**config.mk**
```make
export PLATFORM = sky130hd
export DESIGN_NAME = cpu_bus_arbiter
export DESIGN_NICKNAME = d
export VERILOG_FILES = /design/src/rtl/cpu_bus_arbiter.sv
export SDC_FILE = /design/constraint.sdc
export NUM_CORES = 1
export LEC_CHECK = 0
export CORE_MARGIN = 4
export CORE_UTILIZATION = 21
export DETAILED_ROUTE_END_ITERATION = 7
export MAX_ROUTING_LAYER = met4
export PLACE_DENSITY = 0.73
export REMOVE_ABC_BUFFERS = 1
export SYNTH_ARGS = -nofsm -noshare
export SYNTH_HDL_FRONTEND = slang
export SYNTH_SLANG_ARGS = --single-unit
export TNS_END_PERCENT = 10
```
**constraint.sdc**
```tcl
create_clock -name clk -period 1.6 [get_ports clk]
set_input_delay 0.32 -clock clk [delete_from_list [all_inputs] [get_ports clk]]
set_output_delay 0.32 -clock clk [all_outputs]
set_load 0.1 [all_outputs]
```
**src/rtl/cpu_bus_arbiter.sv**
```systemverilog
// Shares a single-port synchronous RAM between the CPU and a cycle-stealing DMA engine.
// DMA may take at most MAX_STEAL consecutive cycles before the CPU is handed one cycle back.
module cpu_bus_arbiter #(
   parameter int MAX_STEAL = 4
) (
   input  logic        clk,
   input  logic        reset,
   input  logic [15:0] cpu_addr,
   input  logic        cpu_write,
   input  logic [7:0]  cpu_wdata,
   output logic        cpu_ready,
   output logic [7:0]  cpu_rdata,
   input  logic        dma_req,
   input  logic [15:0] dma_addr,
   input  logic        dma_write,
   input  logic [7:0]  dma_wdata,
   output logic        dma_ack,
   output logic [7:0]  dma_rdata,
   output logic        dma_rvalid,
   output logic [15:0] mem_addr,
   output logic        mem_we,
   output logic [7:0]  mem_wdata,
   input  logic [7:0]  mem_rdata
);

   localparam logic [3:0] MAX_CNT  = 4'(MAX_STEAL);
   localparam logic [1:0] ST_CPU   = 2'd0;
   localparam logic [1:0] ST_STEAL = 2'd1;
   localparam logic [1:0] ST_FORCE = 2'd2;

   logic [1:0] state;
   logic [1:0] state_next;
   logic [3:0] steal_cnt;
   logic [3:0] cnt_next;
   logic       idle_dma;
   logic       rvalid_q;

   // A CPU write can never be stalled, and once the burst limit is reached the count blocks DMA for one cycle.
   assign dma_ack = dma_req & ~cpu_write & ~reset & (steal_cnt < MAX_CNT) & ~idle_dma;

   assign cpu_ready = ~dma_ack;
   assign mem_addr  = dma_ack ? dma_addr  : cpu_addr;
   assign mem_we    = dma_ack ? dma_write : cpu_write;
   assign mem_wdata = dma_ack ? dma_wdata : cpu_wdata;
   assign cpu_rdata = mem_rdata;
   assign dma_rdata = mem_rdata;

   // Masking with reset drops read data belonging to a grant made just before reset arrived.
   assign dma_rvalid = rvalid_q & ~reset;

   always_comb begin
      cnt_next   = 4'd0;
      state_next = ST_CPU;
      case (state)
         ST_CPU, ST_STEAL: begin
            if (dma_ack) begin
               cnt_next   = steal_cnt + 4'd1;
               state_next = (cnt_next == MAX_CNT) ? ST_FORCE : ST_STEAL;
            end
         end
         default: begin
            cnt_next   = 4'd0;
            state_next = ST_CPU;
         end
      endcase
   end

   // idle_dma holds DMA off for the cycle after reset so the CPU can fetch its reset vector.
   always_ff @(posedge clk) begin
      if (reset) begin
         state     <= ST_CPU;
         steal_cnt <= 4'd0;
         rvalid_q  <= 1'b0;
         idle_dma  <= 1'b1;
      end else begin
         state     <= state_next;
         steal_cnt <= cnt_next;
         rvalid_q  <= dma_ack & ~dma_write;
         idle_dma  <= 1'b0;
      end
   end

endmodule
```
==> flow_metrics.tcl <==
set metrics [dict create \
    outcome "complete, but fails checks" \
    violations "setup timing" \
    synth_largest_area_cell "mux2_4" \
    synth-seq-cells 7 \
    avgSynthCellArea_sq_um 11.7 \
    synth_area_leaders "mux2_4, dfxtp_1, buf_4" \
    switching_share 0.428 \
    r2r_end "steal_cnt[1]$_SDFF_PP0_" \
    slew_viol_final 0 \
    hp-class "register to register" \
    share_comb_of_total_power 0.666 \
    start_kind "register" \
    powerDensity_nw_per_um2 558 \
    r2r_start "steal_cnt[2]$_SDFF_PP0_" \
    yosysUniqueCellTypes 16 \
    h-tree-depth 1 \
    first_global_vias 798 \
    fin_skew_ns 0.00142 \
    holdBufCountCts 0 \
    clock_latency_ns 0.25 \
    irDropWorstVdd_mv 0.233 \
    crit_slowest_cell "dfxtp_2" \
    grt_max_degree 24 \
    min-delay-start "steal_cnt[0]$_SDFF_PP0_" \
    cpMostUsedCell "buf_12" \
    reg2reg_slack_ns 0.38 \
    clkTransAtPathRegs_ns 0.06 \
    p_seq_frac 0.177 \
    cp-end-kind "output pin" \
    synth_common_cells "mux2_4, buf_4, dfxtp_1" \
    grt_pass1_wl_microns 3620 \
    diodes 0 \
    whs_ns 0.439 \
    drv_cap 0 \
    port_buffers 80 \
    cts_root_buf "clkbuf_4" \
    crit_fanout 23 \
    fin_crit_ns 2.02 \
    seqCellArea_sq_um 141 \
    cp.depth 5 \
    rows 21 \
    grt_usage 0.110 \
    arrival_ns 1.70 \
    dp_hpwl_microns 2370 \
    clockBufferDepth 2 \
    finalHoldViolCount 0 \
    slowest_delay_ns 0.33 \
    num_vias 716 \
    rr_worst_depth 4 \
    power.leakage_uw 0.000859 \
    area_delta_synth_final_pct 147 \
    final-setup-viol-count 27 \
    cts_buffers 3 \
    drtPass1Iterations 2 \
    fillers 308 \
    p_int_uw 583 \
    crit_buf_inv 2 \
    critical_path_required_ns 1.28 \
    die_h_microns 67.3 \
    yosysSeqAreaShare 0.190 \
    path_cells "nor4_4, nand3b_4, buf_12, mux2_4, buf_12" \
    drc 0 \
    setup.worst_path.class "register to output pin" \
    synth-async-reset-ratio 0 \
    finalCritPeriodShare 1.27 \
    ios 105 \
    min_delay_path_depth 1 \
    max_freq_ghz 0.494 \
    grt-ovfl-total 0 \
    fin_nets 197 \
    multi_input_area_sq_um 459 \
    synth-edff-count 0 \
    rsz0062_at_grt "true" \
    cts.sink_count 7 \
    antenna_left 0 \
    cts_tree "built" \
    switchingPower_uw 437 \
    grt_antenna_before_repair 0 \
    yosysTopAreaCellShare 0.447 \
    setup_ws_ns -0.425 \
    hold_end "steal_cnt[0]$_SDFF_PP0_" \
    tns_ns -10.87 \
    ys.flop_type "dfxtp_1" \
    p_clk_frac 0.158 \
    routedWlPerCell_microns 14.7 \
    viasPerCell 3.98 \
    netlist_area_sq_um 739 \
    yosys.cell_count.top_type "mux2_4" \
    first_iter_violations 25 \
    dieArea_sq_um 4530 \
    core_sq_um 3360 \
    gp_congestion 0.689 \
    layout-drive-gt1-share 0.485 \
    start_util 0.220 \
    die_w_microns 67.3 \
    yosys_warnings 0 \
    cp_top_family "simple AND/OR/NAND/NOR gates" \
    wl_microns 2650 \
    syn_inst 63 \
]
## worst reg2reg max path, cell delays in order (launching register included)
cell      delay, ns
dfxtp_2        0.33
nor4_4         0.31
nand3b_4       0.12
buf_4          0.18
nor3b_1        0.20
## metal layers
| metal | GRT usage | wire length [microns] | up-vias | share of wire |
|---|---|---|---|---|
| li1 | - | - | 342 | - |
| met2 | 0.204 | 1560 | 58 | 0.59 |
| met1 | 0.0991 | 775 | 314 | 0.29 |
| met4 | 0.0304 | 19 | 0 | 0.0072 |
| met3 | 0.0549 | 294 | 2 | 0.11 |
| met5 | - | 0 | - | 0 |
## flip-flops by register name, indices dropped and copies added, names as in the netlist
name / cells
steal_cnt: 4
idle_dma: 1
rvalid_q: 1
state: 1
## cell families (layout without fill, tap and decap cells)
family	after synthesis	count (layout)	share of synthesized area
multiplexers	24	24	0.477
buffers and inverters	20	91	0.213
AND/OR/NAND/NOR	8	8	0.0761
flip-flops	7	7	0.190
adder cells (fa/ha/maj)	1	1	0.0169
other	1	1	0.00507
AO/OA/AOI/OAI	1	1	0.0102
XOR/XNOR	1	1	0.0118
## how the worst max path moves through the flow
stage | start | end
after floorplan | steal_cnt[2]$_SDFF_PP0_ | mem_we
after global placement | reset | mem_addr[9]
after detailed placement | reset | mem_addr[6]
after CTS | steal_cnt[2]$_SDFF_PP0_ | mem_addr[6]
after global routing | steal_cnt[2]$_SDFF_PP0_ | mem_addr[1]
final | steal_cnt[2]$_SDFF_PP0_ | mem_addr[11]
## cell usage in the layout, fill, tap and decap left out
| cell type | netlist | final |
|---|---|---|
| clkdlybuf4s50_1 | 0 | 51 |
| buf_12 | 0 | 29 |
| mux2_4 | 22 | 22 |
| dfxtp_1 | 7 | 6 |
| buf_4 | 16 | 5 |
| nor3_1 | 3 | 3 |
| clkbuf_4 | 0 | 3 |
| mux2_2 | 2 | 2 |
| nor4_4 | 0 | 1 |
| nand3b_4 | 0 | 1 |
| inv_1 | 1 | 1 |
| a21o_1 | 1 | 1 |
| nor2b_1 | 1 | 1 |
| nor3b_1 | 1 | 1 |
| xnor2_1 | 1 | 1 |
| nor2_1 | 1 | 1 |
| ha_1 | 1 | 1 |
| clkinv_2 | 0 | 1 |
| dlygate4sd2_1 | 0 | 1 |
| dfxtp_2 | 0 | 1 |
| conb_1 | 1 | 1 |
## metrics by stage
| stage | instances | util | total power [uW] | setup slack [ns] | cell area, sq um |
|---|---|---|---|---|---|
| 2_1_floorplan | 44 | - | 546 | -2.24 | 586 |
| 3_3_place_gp | 176 | 0.530 | 856 | -0.597 | 1780 |
| 3_5_place_dp | 176 | 0.530 | 864 | -0.617 | 1780 |
| 4_1_cts | 180 | 0.541 | 1030 | -0.444 | 1820 |
| 5_1_grt | 180 | 0.543 | 1060 | -0.485 | 1830 |
| 6_report | 180 | 0.543 | 1020 | -0.425 | 1830 |
## cell type report
type                    count  share of cell area
flip-flops and latches      7              0.0774
multi-input cells          36               0.251
clock buffers               3              0.0123
clock inverters             1             0.00274
repair buffers             86               0.623
well taps                  46              0.0315
inverters                   1             0.00205
## power groups by stage
| stage | Clock [uW] | Combinational [uW] | Sequential [uW] |
|---|---|---|---|
| after floorplan | 0 | 364 | 183 |
| after global placement | 0 | 674 | 183 |
| after detailed placement | 0 | 680 | 183 |
| after CTS | 169 | 682 | 180 |
| after global routing | 180 | 696 | 181 |
| final | 161 | 679 | 180 |
## repair_timing
| item | 4_1_cts | 5_1_grt |
|---|---|---|
| endpoints found under the setup margin | 28 | 27 |
| gates resized for setup | 3 | 1 |
| pin swaps | 1 | 1 |
| setup buffers | 0 | 0 |
(Power assumes the default switching activity.)
